## config.mk

```make
export PLATFORM = sky130hd
export DESIGN_NAME = ir_fetch_unit
export DESIGN_NICKNAME = d
export VERILOG_FILES = /design/src/rtl/ir_fetch_unit_pkg.sv /design/src/rtl/ir_fetch_unit_fifo.sv /design/src/rtl/ir_fetch_unit.sv
export SDC_FILE = /design/constraint.sdc
export NUM_CORES = 1
export LEC_CHECK = 0
export CORE_UTILIZATION = 51
export CTS_CLUSTER_SIZE = 12
export DETAILED_ROUTE_END_ITERATION = 7
export GPL_ROUTABILITY_DRIVEN = 0
export MAX_ROUTING_LAYER = met4
export PLACE_DENSITY = 0.88
export SLEW_MARGIN = 5
export SYNTH_ARGS = -nofsm -noshare
export SYNTH_HDL_FRONTEND = slang
export SYNTH_SLANG_ARGS = --single-unit
```

## constraint.sdc

```tcl
create_clock -name CLK -period 4.9 [get_ports CLK]
set_input_delay 0.49 -clock CLK [delete_from_list [all_inputs] [get_ports CLK]]
set_output_delay 0.49 -clock CLK [all_outputs]
set_load 0.02 [all_outputs]
```

## src/rtl/ir_fetch_unit_pkg.sv

```systemverilog
// ir_fetch_unit_pkg: IR field positions, reset PC, fetch FSM states and buffer entry type
package ir_fetch_unit_pkg;
  localparam int OPC_HI = 15;
  localparam int OPC_LO = 11;
  localparam int IMM_W = 11;
  localparam int BR_W = 13;
  localparam int MSB_BIT = 15;
  localparam logic [15:0] RESET_PC_DEF = 16'h0000;
  typedef enum logic {
    IDLE = 1'b0,
    REQ  = 1'b1
  } fetch_state_e;
  typedef struct packed {
    logic [15:0] addr;
    logic [15:0] data;
  } fetch_entry_t;
endpackage

```

## src/rtl/ir_fetch_unit_fifo.sv

```systemverilog
// ir_fetch_unit_fifo: prefetch buffer of {addr, data} entries with push/pop/flush
module ir_fetch_unit_fifo
  import ir_fetch_unit_pkg::*;
#(
  parameter int DEPTH = 2,
  localparam int PW = DEPTH > 1 ? $clog2(DEPTH) : 1,
  localparam int CW = $clog2(DEPTH + 1)
) (
  input  logic         CLK,
  input  logic         RST_n,
  input  logic         push_i,
  input  logic         pop_i,
  input  logic         flush_i,
  input  fetch_entry_t wdata_i,
  output fetch_entry_t rdata_o,
  output logic [CW-1:0] count_o,
  output logic         empty_o,
  output logic         full_o
);
  fetch_entry_t  mem_q [DEPTH];
  logic [PW-1:0] wr_q, rd_q;
  logic [CW-1:0] count_q;
  logic          wr_en, rd_en;
  assign empty_o = count_q == '0;
  assign full_o  = count_q == CW'(DEPTH);
  assign count_o = count_q;
  assign rdata_o = mem_q[rd_q];
  // a pop frees the slot, so a push into a full buffer is allowed alongside it
  assign wr_en = push_i & (~full_o | pop_i);
  assign rd_en = pop_i & ~empty_o;
  always_ff @(posedge CLK) begin
    if (!RST_n || flush_i) begin
      wr_q    <= '0;
      rd_q    <= '0;
      count_q <= '0;
    end else begin
      if (wr_en) wr_q <= DEPTH == 1 ? '0 : wr_q + 1'b1;
      if (rd_en) rd_q <= DEPTH == 1 ? '0 : rd_q + 1'b1;
      count_q <= count_q + CW'(wr_en) - CW'(rd_en);
    end
  end
  always_ff @(posedge CLK) begin
    if (wr_en) mem_q[wr_q] <= wdata_i;
  end
endmodule

```

## src/rtl/ir_fetch_unit.sv

```systemverilog
// ir_fetch_unit: instruction prefetch over req/ack memory plus registered instruction register
module ir_fetch_unit
  import ir_fetch_unit_pkg::*;
#(
  parameter int          DEPTH    = 2,
  parameter logic [15:0] RESET_PC = RESET_PC_DEF
) (
  input  logic        CLK,
  input  logic        RST_n,
  input  logic        redirect,
  input  logic [15:0] pc_in,
  input  logic        IRWrite,
  output logic        mem_req,
  output logic [15:0] mem_addr,
  input  logic        mem_ack,
  input  logic [15:0] mem_rdata,
  output logic        ir_valid,
  output logic [4:0]  IR_opcode,
  output logic [10:0] IR_immediate,
  output logic [12:0] IR_branch,
  output logic        IR_msb,
  output logic [15:0] pc_out
);
  localparam int CW = $clog2(DEPTH + 1);
  fetch_state_e  state_q;
  logic          req_q, ir_valid_q;
  logic [15:0]   pc_q, ir_q, pc_out_q;
  logic          push, pop, empty, full, space;
  logic [CW-1:0] count;
  logic [CW:0]   occ_d;
  fetch_entry_t  head;
  // redirect beats both a same-cycle ack and a same-cycle IR load
  assign push  = req_q & mem_ack & ~redirect;
  assign pop   = IRWrite & ~empty & ~redirect;
  assign occ_d = {1'b0, count} + (CW+1)'(push) - (CW+1)'(pop);
  assign space = occ_d < (CW+1)'(DEPTH);
  ir_fetch_unit_fifo #(.DEPTH(DEPTH)) u_fifo (
    .CLK     (CLK),
    .RST_n   (RST_n),
    .push_i  (push),
    .pop_i   (pop),
    .flush_i (redirect),
    .wdata_i ({pc_q, mem_rdata}),
    .rdata_o (head),
    .count_o (count),
    .empty_o (empty),
    .full_o  (full)
  );
  always_ff @(posedge CLK) begin
    if (!RST_n) begin
      state_q <= IDLE;
      req_q   <= 1'b0;
      pc_q    <= RESET_PC;
    end else if (redirect) begin
      state_q <= IDLE;
      req_q   <= 1'b0;
      pc_q    <= pc_in;
    end else if (state_q == REQ) begin
      if (mem_ack) begin
        pc_q    <= pc_q + 16'd1;
        state_q <= space ? REQ : IDLE;
        req_q   <= space;
      end
    end else if (~full | pop) begin
      state_q <= REQ;
      req_q   <= 1'b1;
    end
  end
  always_ff @(posedge CLK) begin
    if (!RST_n) begin
      ir_q       <= '0;
      pc_out_q   <= '0;
      ir_valid_q <= 1'b0;
    end else if (redirect) begin
      ir_valid_q <= 1'b0;
    end else if (IRWrite) begin
      ir_valid_q <= ~empty;
      if (!empty) begin
        ir_q     <= head.data;
        pc_out_q <= head.addr;
      end
    end
  end
  assign mem_req      = req_q;
  assign mem_addr     = pc_q;
  assign ir_valid     = ir_valid_q;
  assign IR_opcode    = ir_q[OPC_HI:OPC_LO];
  assign IR_immediate = ir_q[IMM_W-1:0];
  assign IR_branch    = ir_q[BR_W-1:0];
  assign IR_msb       = ir_q[MSB_BIT];
  assign pc_out       = pc_out_q;
endmodule

```

Word-level counts from Yosys, hierarchy flattened --
Memory sizes are Yosys's and may differ from the RTL's. A register that Yosys moved wholly into a read port is not among the register bits. Index checks and enable logic that the tools add are counted.
Operators by class: bitwise gates (word level) 11, order comparisons 1, reductions and logical operators 11, $add $sub $neg 7, muxes and demuxes 12, equality and inequality tests 2
Operator list (number):
- $mux W16 | 3
- $add A16 B1 Y16 const B | 1
- $mux W1 | 9
- $and A1 B1 Y1 | 6
- $reduce_bool A2 Y1 | 3
- $not A1 Y1 | 4
- $reduce_and A2 Y1 | 2
- $add A2 B1 Y3 | 1
- $lt A3 B2 Y1 const B | 1
- $reduce_and A3 Y1 | 1
- $sub A3 B1 Y3 | 1
- $add A1 B1 Y1 const B | 2
- $add A2 B1 Y2 | 1
- $eq A2 B2 Y1 const B | 1
- $logic_not A1 Y1 | 2
- $logic_not A2 Y1 | 1
- $ne A2 B2 Y1 const B | 1
- $reduce_or A2 Y1 | 1
- $sub A2 B1 Y2 | 1
- $logic_or A1 B1 Y1 | 1
- $or A1 B1 Y1 | 1
Word-level totals: register bits 23, memories kept 1, bits of input ports 37, output and inout port bits 64, word-level logic and storage cells 52, memory bits (writable) 64
Memory list:
- u_fifo.mem_q | depth 2, width 32, read ports 1, clocked after Yosys merged registers in 1, write ports 1, RTL line ir_fetch_unit_fifo.sv:20 | fetch_entry_t mem_q [DEPTH];

Logic depth before layout (Yosys ltp) --
depth in word-level cells 9, mapped depth 10, mapped depth without buffers 9

Modules after synthesis --
From an unflattened synthesis, not the netlist that was laid out.
Second synthesis, totals: cells, all modules 406, area, all modules 5056.1 µm²
By module, submodules not included:
- ir_fetch_unit_fifo | instances 1, cells each 129, area each 2727.6 µm², seq. area each 2021.9 µm²
- ir_fetch_unit | instances 1, cells each 277, area each 2328.5 µm², seq. area each 1021.0 µm²

Worst setup path after synthesis --
No wires, ideal clock.
path kind input-to-reg, start input redirect, end memory u_fifo.mem_q[0][0] in the netlist's numbering (enable), path slack 388 ps, arrival 4011 ps, stages 3, data required time 4398 ps, buffers on the path 2, setup time 502 ps, cell sequence buf_2 -> clkbuf_1 -> nor4_1
Between the ends: cells in the longest elaborated chain, start to end 6, elaborated cells on any way between the ends 7, those cells by class mux (2); bitwise (5)
RTL lines:
- start, declared | RTL line ir_fetch_unit.sv:10 | input logic redirect,
- $not A1 Y1 (no source line) (*)
- $and A1 B1 Y1 | RTL line ir_fetch_unit.sv:34 | assign pop = IRWrite & ~empty & ~redirect;
- $or A1 B1 Y1 | RTL line ir_fetch_unit_fifo.sv:29 | assign wr_en = push_i & (~full_o | pop_i);
- $and A1 B1 Y1 (*) | RTL line ir_fetch_unit_fifo.sv:29
- $mux W1 (*) | RTL line ir_fetch_unit_fifo.sv:43 | if (wr_en) mem_q[wr_q] <= wdata_i;
- $mux W1 (not written as such) (*) | RTL line ir_fetch_unit_fifo.sv:43
- end, declared | RTL line ir_fetch_unit_fifo.sv:20
Mark *: on every way between the ends. The rest lies on a longest branch, timed or not.

Final worst setup path --
start input redirect, end register req_q, in the netlist mem_req
Between the ends: cells in the longest elaborated chain, start to end 7, elaborated cells on any way between the ends 12, those cells by class add/sub (2); order compare (1); mux (2); bitwise (4); reduce/logical (3)
RTL lines:
- $not A1 Y1 (no source line)
- $and A1 B1 Y1 | RTL line ir_fetch_unit.sv:33 | assign push = req_q & mem_ack & ~redirect;
- $add A2 B1 Y3 | RTL line ir_fetch_unit.sv:35 | assign occ_d = {1'b0, count} + (CW+1)'(push) - (CW+1)'(pop);
- $sub A3 B1 Y3 | RTL line ir_fetch_unit.sv:35
- $lt A3 B2 Y1 | RTL line ir_fetch_unit.sv:36 | assign space = occ_d < (CW+1)'(DEPTH);
- $mux W1 | RTL line ir_fetch_unit.sv:59 | if (mem_ack) begin
- $mux W1 | RTL line ir_fetch_unit.sv:58 | end else if (state_q == REQ) begin
- end signal, assigned | RTL line ir_fetch_unit.sv:62 | req_q <= space;
- end, declared | RTL line ir_fetch_unit.sv:26 | logic req_q, ir_valid_q;
Several ways; a longest one is shown, not always the timed one. The select of a mux whose other input is x is not followed. A chain may end at the register's enable or synchronous reset.

==> out/metrics.yaml <==
setup_path:
  worstPathRequired_ps: 5290
  cp.depth: 5
  worstSetupPathType: "in -> reg"
  path_cells: "clkdlybuf4s50_1 > inv_1 > a2111oi_0 > o21ba_2 > nor2_1"
  critPathLaunchType: "input port"
  cp_num_buf_inv: 2
  critical-path-max-stage-delay_ps: 910
  r2r_cells: 8
  critPathMaxFanout: 22
  cp_top_family: "buffers and inverters"
  slowest_stage: "clkdlybuf4s50_1"
  rr_startpoint: "u_fifo.count_o[1]"
  reg2reg_slack_ps: 2530
  setup.worst_path.end_class: "flop"
  crit_start: "redirect"
  crit_arrival_ps: 2900
  r2r-end: "mem_req"
clocking:
  cts_setup_buffers: 0
  htree_levels: 4
  cts_tree: "built"
  clock_sinks: 119
  clk_pin_slew_ps: 50
  cts_max_path_buffers: 2
  cts_resized: 0
  cts_buffers: 17
  clkLatencyLatePin_ps: 510
  cts_hold_buf: 0
  root_buffer: "clkbuf_8"
sta:
  setup_viol: 0
  final.min_clock_period_ps: 2500
  finalHoldViolations: 0
  drv_slew: 0
  fmax_mhz: 400
  tightest_slew_ps: 1120
  rsz0062_at_grt: "no"
  max_slew_margin_pct: 25.4
  finClkSkew_ps: 7.91
  finalCritPeriodShare_pct: 51.1
  tns_ps: 0
  setup_slack_ps: 2400
power:
  cellPowerDensity_mw_per_mm2: 373
  finalPower_w: 0.00235
  peakVddDrop_mv: 0.272
  p_leak_nw: 2.52
layout:
  multi_input_area_mm2: 0.00155
  synthToLayoutAreaGrowth_pct: 31.7
  n_fill_cell: 548
  drive_gt1_share_pct: 8.26
  ff_latch_area_mm2: 0.00302
  final_net_count: 501
  diodes: 0
floorplanning:
  die_w_um: 98.7
  fp-row-count: 34
  coreArea_mm2: 0.00889
  die_h_um: 98.7
  dieArea_mm2: 0.00975
  pin_count: 101
  start_util_pct: 53.7
route:
  postRouteAntennaNets: 0
  via_count: 3316
  wl_per_cell_um: 18.1
  drcViolationCount: 0
  viasPerCell: 5.72
  firstDrtPassIters: 5
  drt_iter0_drc: 309
  finalWirelength_um: 10500
min_path:
  hold_class: "reg -> reg"
  hold_path_startpoint: "ir_valid"
  hold_path_depth: 2
  hold_end: "ir_valid"
outcome:
  status: "completed"
logic_synthesis:
  synth_cell_type_count: 41
  yosys_warnings: 0
  synth_top_area_share_pct: 40.3
  async_flop_share_pct: 0
  synth_top_family_by_area: "compound AO/OA/AOI/OAI gates"
  synth_most_common_cell: "edfxtp_1"
  synth_xor_area_share_pct: 3.12
  yosys.area_share.simple_pct: 9.47
  synth_ff_type: "edfxtp_1"
  synthCells: 372
  synth_top_cell_by_area: "edfxtp_1"
  synth.area.mux_share_pct: 6.92
  synth_compound_area_share_pct: 11.2
  syn-num-nets: 414
  syn_area_mm2: 0.00477
  ys_top_cells_by_area: "edfxtp_1 (40%), dfxtp_1 (23%), o211a_1 (7.3%), mux2i_1 (6.9%), nand2_1 (3.7%)"
  yosys.area_share.adder_pct: 1.47
  synth_edf_count: 64
  yosysSeqAreaShare_pct: 63.3
  synth_seq_cells: 119
  syn_avg_cell_area_um2: 12.8
  synth_commonest_cells: "edfxtp_1 (64), dfxtp_1 (55), nand2_1 (47)"
grt:
  grt_max_degree: 65
  overflow: 0
  grt_pass1_vias: 3199
  track_usage_pct: 23.4
  grt_pass1_wl_um: 16400
  antenna_found_initial: 0
placement:
  dp_slack_ps: 1920
  portBuffers: 100
  dp.final_hpwl_um: 6300
run:
  max_cap_viol_count: 0
power by group:
part / switching (W) / internal, W
Clock: 0.000407 / 0.000724
Combinational: 0.0000585 / 0.0000624
Sequential: 0.0000236 / 0.00107
Total: 0.000489 / 0.00186
state kept, by name, summed over array words and instances, names as in the netlist:
signal / cells
state_q: 1
ir_valid: 1
pc_out: 16
mem_req: 1
u_fifo.mem_q: 64
mem_addr: 16
u_fifo.rd_q: 1
ir_q: 16
u_fifo.count_o: 2
u_fifo.wr_q: 1
worst register-to-register path: stages (launching register included):
cell and delay (ps):
dfxtp_1 360, o21ai_0 540, nor2_1 90, ha_1 290, nor3_1 230, fa_1 470
nor2_1 120, o21ai_0 100, nor2_1 120
layout by cell type (no fill, tap or decap), drive strengths merged:
master,n
a2111oi,1
a21oi,7
a31o,1
a31oi,3
and2,4
and2b,1
and3,1
and4,4
buf,3
bufinv,1
clkbuf,28
clkdlybuf4s50,99
clkinv,3
dfxtp,55
edfxtp,64
fa,1
ha,4
inv,6
mux2i,33
nand2,47
nand2b,3
nand3,7
nand4,3
nor2,10
nor2b,1
nor3,2
nor3b,2
nor4,2
nor4b,1
o211a,35
o21ai,16
o21ba,1
o2bb2ai,2
o31ai,1
or3,2
or4,1
xnor2,9
xor2,8
per-layer routing:
layer	routed length, um	global-route usage [%]
met2	5420	38.1
met5	0	-
met4	280	10.9
met3	575	6.24
met1	4200	27.1
area by class of cell:
cell class / instances / share of cell area, %
sequential: 119 / 48.1
multi-input combinational: 213 / 24.7
timing repair buffer: 102 / 16.1
clock buffer: 28 / 7.88
tap: 108 / 2.15
clock inverter: 4 / 0.717
inverter: 6 / 0.358
through the flow:
stage / area (um2) / utilization [%] / cells / hold slack [ps]
2_1_floorplan: 4770 / - / 372 / 498
3_3_place_gp: 5750 / 64.6 / 548 / 474
3_5_place_dp: 5750 / 64.6 / 548 / 479
4_1_cts: 6290 / 70.7 / 580 / 491
5_1_grt: 6290 / 70.7 / 580 / 501
6_report: 6290 / 70.7 / 580 / 486
how the worst max path moves through the flow:
stage,end
floorplan,u_fifo.mem_q[0][0]
global placement,u_fifo.mem_q[1][28]
detailed placement,mem_req
CTS,mem_req
global route,mem_req
finish,mem_req
cells by family (layout without fill, tap and decap cells):
kind of cell,after synthesis,count (layout)
flops,119,119
simple gates,91,91
compound gates,67,67
buf+inv,40,140
mux,33,33
xor+xnor,17,17
fa+ha+maj,5,5
Power figures use the tool's default switching activity.
